`config.mk`:
```
export PLATFORM = sky130hd
export DESIGN_NAME = if_id_queue_flat
export DESIGN_NICKNAME = d
export VERILOG_FILES = /design/src/rtl/if_id_queue_if.sv /design/src/rtl/if_id_queue.sv /design/src/flat_wrapper.sv
export SDC_FILE = /design/constraint.sdc
export NUM_CORES = 1
export LEC_CHECK = 0
export CAP_MARGIN = 40
export CORE_MARGIN = 2
export CORE_UTILIZATION = 30
export DETAILED_ROUTE_END_ITERATION = 12
export DONT_BUFFER_PORTS = 1
export PLACE_DENSITY = 0.52
export SLEW_MARGIN = 20
export SYNTH_ARGS = -nofsm -noshare
export SYNTH_HDL_FRONTEND = slang
export SYNTH_SLANG_ARGS = --single-unit
```
`constraint.sdc`:
```
create_clock -name clk -period 4.3 [get_ports clk]
set_clock_uncertainty 0.15 [all_clocks]
set_input_delay 1.29 -clock clk [delete_from_list [all_inputs] [get_ports clk]]
set_output_delay 1.29 -clock clk [all_outputs]
set_load 0.01 [all_outputs]
```
`src/rtl/if_id_queue_if.sv`:
```
`default_nettype none
// ============================================================================
//  Module      : if_id_queue_if
//  Description : Fetch-side and decode-side signal bundle for if_id_queue.
//  Revision    : 1.0  initial release
// ============================================================================
interface if_id_queue_if #(
   parameter int DEPTH = 4
);
   localparam int c_CNT_W = $clog2(DEPTH) + 1;

   logic [31:0]        inst_mem_read_data;
   logic [31:0]        inst_mem_read_addr;
   logic               IF_take;
   logic               fetch_valid;
   logic               fetch_ready;
   logic               EX_MEM_flush;
   logic               EX_MEM_stall;
   logic [31:0]        IF_ID_inst;
   logic [31:0]        IF_ID_pc;
   logic               IF_ID_take;
   logic               IF_ID_valid;
   logic [c_CNT_W-1:0] IF_ID_count;

   // Pipeline side: drives fetch words and hazard controls, observes the head.
   modport master (
      output inst_mem_read_data, inst_mem_read_addr, IF_take, fetch_valid,
             EX_MEM_flush, EX_MEM_stall,
      input  fetch_ready, IF_ID_inst, IF_ID_pc, IF_ID_take, IF_ID_valid,
             IF_ID_count
   );

   // Queue side.
   modport slave (
      input  inst_mem_read_data, inst_mem_read_addr, IF_take, fetch_valid,
             EX_MEM_flush, EX_MEM_stall,
      output fetch_ready, IF_ID_inst, IF_ID_pc, IF_ID_take, IF_ID_valid,
             IF_ID_count
   );
endinterface
`default_nettype wire

```
`src/rtl/if_id_queue.sv`:
```
`default_nettype none
// ============================================================================
//  Module      : if_id_queue
//  Description : IF/ID instruction FIFO with stall absorption and flush.
//                Optional 0-cycle empty bypass under IF_ID_QUEUE_BYPASS_EN.
//  Revision    : 1.0  initial release
// ============================================================================
module if_id_queue #(
   parameter int          DEPTH    = 4,
   parameter logic [31:0] NOP_INST = 32'h0000_0013
) (
   input  wire logic     clk,
   input  wire logic     reset,
   if_id_queue_if.slave  ifq
);

   localparam int                 c_PTR_W = $clog2(DEPTH);
   localparam int                 c_CNT_W = c_PTR_W + 1;
   localparam logic [c_CNT_W-1:0] c_FULL  = c_CNT_W'(DEPTH);

   logic [31:0]         r_inst [DEPTH];
   logic [31:0]         r_pc   [DEPTH];
   logic                r_take [DEPTH];
   logic [c_PTR_W-1:0]  r_wr_ptr;
   logic [c_PTR_W-1:0]  r_rd_ptr;
   logic [c_CNT_W-1:0]  r_count;

   logic                w_full;
   logic                w_empty;
   logic                w_bypass;
   logic                w_enq;
   logic                w_deq;

   assign w_full  = (r_count == c_FULL);
   assign w_empty = (r_count == '0);

`ifdef IF_ID_QUEUE_BYPASS_EN
   assign w_bypass = w_empty && ifq.fetch_valid && !ifq.EX_MEM_flush;
`else
   assign w_bypass = 1'b0;
`endif

   // A bypassed word that ID consumes directly never enters storage.
   assign w_enq = ifq.fetch_valid && !w_full && !ifq.EX_MEM_flush
                  && !(w_bypass && !ifq.EX_MEM_stall);
   assign w_deq = !w_empty && !ifq.EX_MEM_stall && !ifq.EX_MEM_flush;

   always_ff @(posedge clk or negedge reset) begin
      if (!reset) begin
         r_wr_ptr <= '0;
         r_rd_ptr <= '0;
         r_count  <= '0;
      end else if (ifq.EX_MEM_flush) begin
         r_wr_ptr <= '0;
         r_rd_ptr <= '0;
         r_count  <= '0;
      end else begin
         if (w_enq) begin
            r_wr_ptr <= r_wr_ptr + c_PTR_W'(1);
         end
         if (w_deq) begin
            r_rd_ptr <= r_rd_ptr + c_PTR_W'(1);
         end
         unique case ({w_enq, w_deq})
            2'b10:   r_count <= r_count + c_CNT_W'(1);
            2'b01:   r_count <= r_count - c_CNT_W'(1);
            default: r_count <= r_count;
         endcase
      end
   end

   // Storage is never reset; validity is tracked only by the pointers and count.
   always_ff @(posedge clk) begin
      if (w_enq) begin
         r_inst[r_wr_ptr] <= ifq.inst_mem_read_data;
         r_pc[r_wr_ptr]   <= ifq.inst_mem_read_addr;
         r_take[r_wr_ptr] <= ifq.IF_take;
      end
   end

   always_comb begin
      ifq.IF_ID_inst  = NOP_INST;
      ifq.IF_ID_pc    = 32'h0;
      ifq.IF_ID_take  = 1'b0;
      ifq.IF_ID_valid = 1'b0;
      if (!w_empty) begin
         ifq.IF_ID_inst  = r_inst[r_rd_ptr];
         ifq.IF_ID_pc    = r_pc[r_rd_ptr];
         ifq.IF_ID_take  = r_take[r_rd_ptr];
         ifq.IF_ID_valid = 1'b1;
      end else if (w_bypass) begin
         ifq.IF_ID_inst  = ifq.inst_mem_read_data;
         ifq.IF_ID_pc    = ifq.inst_mem_read_addr;
         ifq.IF_ID_take  = ifq.IF_take;
         ifq.IF_ID_valid = 1'b1;
      end
   end

   assign ifq.fetch_ready = !w_full;
   assign ifq.IF_ID_count = r_count;

endmodule
`default_nettype wire

```
`src/flat_wrapper.sv`:
```
// flat-port wrapper written by rule: the top's interface ports become plain ports
module if_id_queue_flat 
#(
   parameter int          DEPTH    = 4,
   parameter logic [31:0] NOP_INST = 32'h0000_0013
)
  (clk, reset, ifq_inst_mem_read_data, ifq_inst_mem_read_addr, ifq_IF_take, ifq_fetch_valid, ifq_EX_MEM_flush, ifq_EX_MEM_stall, ifq_fetch_ready, ifq_IF_ID_inst, ifq_IF_ID_pc, ifq_IF_ID_take, ifq_IF_ID_valid, ifq_IF_ID_count);
  if_id_queue_if #(.DEPTH(DEPTH)) ifq_i ();
  input  wire logic clk;
  input  wire logic reset;
  input wire logic [$bits(ifq_i.inst_mem_read_data)-1:0] ifq_inst_mem_read_data;
  input wire logic [$bits(ifq_i.inst_mem_read_addr)-1:0] ifq_inst_mem_read_addr;
  input wire logic [$bits(ifq_i.IF_take)-1:0] ifq_IF_take;
  input wire logic [$bits(ifq_i.fetch_valid)-1:0] ifq_fetch_valid;
  input wire logic [$bits(ifq_i.EX_MEM_flush)-1:0] ifq_EX_MEM_flush;
  input wire logic [$bits(ifq_i.EX_MEM_stall)-1:0] ifq_EX_MEM_stall;
  output wire logic [$bits(ifq_i.fetch_ready)-1:0] ifq_fetch_ready;
  output wire logic [$bits(ifq_i.IF_ID_inst)-1:0] ifq_IF_ID_inst;
  output wire logic [$bits(ifq_i.IF_ID_pc)-1:0] ifq_IF_ID_pc;
  output wire logic [$bits(ifq_i.IF_ID_take)-1:0] ifq_IF_ID_take;
  output wire logic [$bits(ifq_i.IF_ID_valid)-1:0] ifq_IF_ID_valid;
  output wire logic [$bits(ifq_i.IF_ID_count)-1:0] ifq_IF_ID_count;
  assign ifq_i.inst_mem_read_data = ifq_inst_mem_read_data;
  assign ifq_i.inst_mem_read_addr = ifq_inst_mem_read_addr;
  assign ifq_i.IF_take = ifq_IF_take;
  assign ifq_i.fetch_valid = ifq_fetch_valid;
  assign ifq_i.EX_MEM_flush = ifq_EX_MEM_flush;
  assign ifq_i.EX_MEM_stall = ifq_EX_MEM_stall;
  assign ifq_fetch_ready = ifq_i.fetch_ready;
  assign ifq_IF_ID_inst = ifq_i.IF_ID_inst;
  assign ifq_IF_ID_pc = ifq_i.IF_ID_pc;
  assign ifq_IF_ID_take = ifq_i.IF_ID_take;
  assign ifq_IF_ID_valid = ifq_i.IF_ID_valid;
  assign ifq_IF_ID_count = ifq_i.IF_ID_count;
  if_id_queue #(.DEPTH(DEPTH), .NOP_INST(NOP_INST)) u_core (.clk(clk), .reset(reset), .ifq(ifq_i));
endmodule
```
# Word level (Yosys, flattened, before mapping)
# Memories as Yosys holds them, arrays and structs flattened.
# Index checks and enable logic that the tools add are counted.
# word_totals
reg_bits,7
ramBits,260
inputBits,70
out_inout_bits,70
word_cells,37
n_memories,3
# mem_list
memory,words,width,read_ports,rd_ports_with_merged_regs,wr,line,source
u_core.r_inst,4,32,1,0,1,if_id_queue.sv:21,logic [31:0] r_inst [DEPTH];
u_core.r_pc,4,32,1,0,1,if_id_queue.sv:22,logic [31:0] r_pc [DEPTH];
u_core.r_take,4,1,1,0,1,if_id_queue.sv:23,logic r_take [DEPTH];
# classes
add_sub_neg,4
n_eq_ne,3
n_mux,12
reduce_logical,12
# op_table
cell,count
32-bit two-way mux,2
2-bit two-way mux,4
3-bit case mux with 2 select lines,1
"2-bit by 1-bit adder with 2-bit output, second input constant",2
1-bit logical AND,4
1-bit logical NOT,4
1-bit two-way mux,4
2-bit nonzero test,2
"3-bit by 1-bit adder with 3-bit output, second input constant",1
"3-bit == test, second input constant",1
3-bit logical NOT,1
3-bit two-way mux,1
3-bit nonzero test,1
"3-bit by 1-bit subtractor with 3-bit output, second input constant",1
"2-bit by 1-bit == test with 1-bit output, second input constant",1
"2-bit == test, second input constant",1

# Depth between registers and ports, before layout
# logic_depth
word_depth,7
mapped_depth,9
mapped_depth_nobuf,8

# Worst setup path before layout
# Ideal clock, no wire load.
# synth_path
path_kind,input port to flip-flop
start,input port ifq_fetch_valid
end,memory u_core.r_inst[0][0] (enable)
setup_ps,430
arrival_time_ps,3304
required_ps,3720
path_slack_ps,416
path_stages,3
n_path_buf,1
path_cell_list,clkbuf_1 > and3b_1 > and2_1
# synth_between
elab_chain_len,4
# synth_lines
item,line,source
start: declaration,flat_wrapper.sv:14,input wire logic [$bits(ifq_i.fetch_valid)-1:0] ifq_fetch_valid;
1-bit logical AND (2 in a row),if_id_queue.sv:44,assign w_enq = ifq.fetch_valid && !w_full && !ifq.EX_MEM_flush
1-bit two-way mux,if_id_queue.sv:74,if (w_enq) begin
1-bit two-way mux (not written as such),if_id_queue.sv:75,r_inst[r_wr_ptr] <= ifq.inst_mem_read_data;
end: declaration,if_id_queue.sv:21,
# Every way passes these cells.

# Final worst setup path
# layout_path
start,register u_core.r_rd_ptr[0]
end,output port ifq_IF_ID_inst[2]
# layout_between
elab_chain_len,2
# layout_lines
item,line,source
start: declaration,if_id_queue.sv:25,logic [c_PTR_W-1:0] r_rd_ptr;
start signal: assignment,if_id_queue.sv:62,r_rd_ptr <= r_rd_ptr + c_PTR_W'(1);
memory read 4 x 32 bit,--,
32-bit two-way mux,if_id_queue.sv:86,if (!w_empty) begin
end: declaration,flat_wrapper.sv:18,output wire logic [$bits(ifq_i.IF_ID_inst)-1:0] ifq_IF_ID_inst;
# Every way passes these cells.

==> impl_metrics.env <==
export IMPL_status="finished, final reports clean"
export IMPL_layout_setup_ws_ns=0.4612
export IMPL_startpoint_type="register"
export IMPL_synthMuxAreaShare_pct=14.13
export IMPL_grt_pass1_wl_um=31460
export IMPL_syn_nets=552
export IMPL_synth_area_um2=10360
export IMPL_finalSetupTns_ns=0
export IMPL_synth_compound_area_share_pct=0.8817
export IMPL_fmax_ghz=0.2605
export IMPL_placed_area_um2=10960
export IMPL_layout_drive_gt1_share_pct=24.85
export IMPL_dp_slack_ns=0.9377
export IMPL_die_h_um=189.8
export IMPL_route_detailed_drc=0
export IMPL_fillers=3184
export IMPL_areaGrowthSynthToFinish_pct=14.78
export IMPL_tritoncts="done"
export IMPL_overflow=0
export IMPL_clk_latency_ns=0.54
export IMPL_required_ns=2.86
export IMPL_grtUsageTotal_pct=11.79
export IMPL_rsz0062_at_grt="false"
export IMPL_finalInstanceArea_um2=11890
export IMPL_syn_avg_cell_area_um2=21.72
export IMPL_ys_seq_area_share_pct=77.06
export IMPL_grt_max_degree=47
export IMPL_endpoint_kind="output port"
export IMPL_period_minus_slack_ns=3.839
export IMPL_critPathMaxFanout=25
export IMPL_htree_levels=1
export IMPL_maxSlewViolCount=0
export IMPL_synth_warnings=0
export IMPL_finalCritPeriodShare_pct=89.27
export IMPL_cts_sinks=267
export IMPL_portBuffers=0
export IMPL_min_path_type="input pin to asynchronous set/reset pin"
export IMPL_rows=68
export IMPL_yosys_register_bits=267
export IMPL_die_w_um=189.8
export IMPL_synthAdderAreaFrac_pct=0.6764
export IMPL_cts_hold_buf=0
export IMPL_worstPathArrival_ns=2.40
export IMPL_cts_setup_buffers=0
export IMPL_cts_made_buffers=29
export IMPL_hpwl_um=12440
export IMPL_fin_nets=568
export IMPL_fp_coreArea_um2=34290
export IMPL_synth_top_family_by_area="multiplexers"
export IMPL_ios=140
export IMPL_ant_nets=0
export IMPL_hold_viol=0
export IMPL_power_density_nw_per_um2=502.4
export IMPL_path_class="register to output port"
export IMPL_gp_congestion=0.6828
export IMPL_wire_per_inst_um=22.09
export IMPL_drt_total_wl_um=21340
export IMPL_clk_pin_slew_ns=0.06
export IMPL_cts_root_buf="clkbuf_16"
export IMPL_synth_distinct_cells=35
export IMPL_vias=4569
export IMPL_worstMarginPinSlew_ns=0.7923
export IMPL_die_area_um2=36030
export IMPL_relSlewSlack_pct=47.18
export IMPL_antenna_found_initial=0
export IMPL_setup_viol=0
export IMPL_synth_simple_area_share_pct=5.484
export IMPL_p_leak_nw=3.573
export IMPL_drt_initial_drc_count=220
export IMPL_via_per_inst=4.730
export IMPL_clockBufferDepth=3
export IMPL_initial_core_util_pct=30.21
export IMPL_cts_resized=0
export IMPL_synth_xor_area_share_pct=0.2537
export IMPL_ir_drop_mv=0.3149
export IMPL_first_global_vias=5024
export IMPL_diodes=0
export IMPL_maxCapViolCount=0
export IMPL_firstDrtPassIters=5
export IMPL_synthCells=477
cell usage after synthesis (all sizes together):
master   count  area [µm²]
a21oi        8       40.04
and2         4       25.02
o21ai        2       10.01
buf         14       96.34
dfrtp        7       175.2
and2b        1       7.510
ha           4       50.05
inv          4       15.01
nand3        3       15.01
nor2b       62       387.9
clkbuf      12       45.04
nor4         1       6.260
nand2        3       11.26
o311ai       1       8.760
o21a         1       7.510
xnor2        3       26.28
nand3b       2       15.01
fa           1       20.02
or3          2       12.51
and3b        1       8.760
o31ai        1       7.510
a32oi        1       8.760
or2          4       25.03
nand2b       1       6.260
nor3         3       20.02
edfxtp     260        7807
mux4        65        1464
a2111oi      1       8.760
or3b         1       8.760
nor2         3       11.26
nor3b        1       7.510
layout by cell type, fill, tap and decap left out, types with 4 or more instances in the layout:
master	instances
a21oi_1	8
and2_4	4
buf_12	5
buf_4	6
bufinv_16	4
clkbuf_16	29
clkinv_1	4
clkinv_2	4
clkinvlp_4	5
dfrtp_1	5
edfxtp_1	260
ha_1	4
inv_1	4
mux4_2	65
nor2b_1	62
cell type report:
type,instances,area [µm²],area share [%]
Timing Repair Buffer,11,145.1,1.221
Clock inverter,18,201.4,1.694
Inverter,4,15.01,0.1263
Clock buffer,31,733.2,6.166
Sequential cell,267,7990,67.20
Multi-Input combinational cell,180,2236,18.80
Tap cell,455,569.3,4.788
kinds of logic (layout without fill, tap and decap cells):
| family | Yosys count | count (layout) |
|---|---|---|
| AOI/OAI and AO/OA | 15 | 15 |
| xor gates and xnor gates | 3 | 3 |
| adders and majority gates | 5 | 5 |
| buffers and inverters | 30 | 64 |
| DFF | 267 | 267 |
| muxes | 65 | 65 |
| and+or+nand+nor | 92 | 92 |
stage by stage:
step | utilization [%] | power, mW | hold WS, ns | std cells
final | 34.68 | 5.974 | 0.2896 | 966
after global routing | 34.68 | 6.200 | 0.2470 | 966
after CTS | 34.68 | 6.080 | 0.2489 | 966
after detailed placement | 31.95 | 3.617 | 0.4433 | 917
after global placement | 31.95 | 3.599 | 0.3985 | 917
after floorplan | - | 3.468 | 0.3925 | 477
where the power goes:
group / total, mW / internal (mW) / switching, mW
clock network: 2.43 / 1.46 / 0.972
logic: 0.531 / 0.223 / 0.308
registers: 3.01 / 2.95 / 0.0561
total: 5.97 / 4.64 / 1.34
final timing paths:
kind                                            from                   endpoint  slack [ns]  cells past startpoint
max in group asynchronous                      reset         u_core.r_rd_ptr[1]        3.62                      0
min                                            reset  u_core.ifq.IF_ID_count[0]        0.29                      0
max                               u_core.r_rd_ptr[0]          ifq_IF_ID_inst[2]        0.46                      3
max reg2reg                u_core.ifq.IF_ID_count[0]  u_core.ifq.IF_ID_count[2]        1.55                      6
min reg2reg                       u_core.r_wr_ptr[1]         u_core.r_wr_ptr[1]        0.45                      2
min in group clk                  u_core.r_wr_ptr[1]         u_core.r_wr_ptr[1]        0.45                      2
state kept, by name, indices dropped and copies added, names as in the netlist:
register and count:
u_core.r_inst 128, u_core.r_pc 128, u_core.ifq.IF_ID_count 3, u_core.r_rd_ptr 2, u_core.r_take 4, u_core.r_wr_ptr 2
per-layer routing:
| layer | global-route usage (%) | wire length, µm | vias to the layer above |
|---|---|---|---|
| li1 | - | - | 1959 |
| met1 | 14.19 | 8502 | 2430 |
| met2 | 20.40 | 10820 | 136 |
| met3 | 3.394 | 1405 | 44 |
| met4 | 3.787 | 614 | 0 |
| met5 | 0 | 0 | - |
critical path, cell delays in order (launching register included):
cell and delay [ns]:
dfrtp_4 0.76, buf_4 0.35, mux4_2 0.52, and2b_1 0.21
Note: power is estimated with default switching activity, not from simulation.
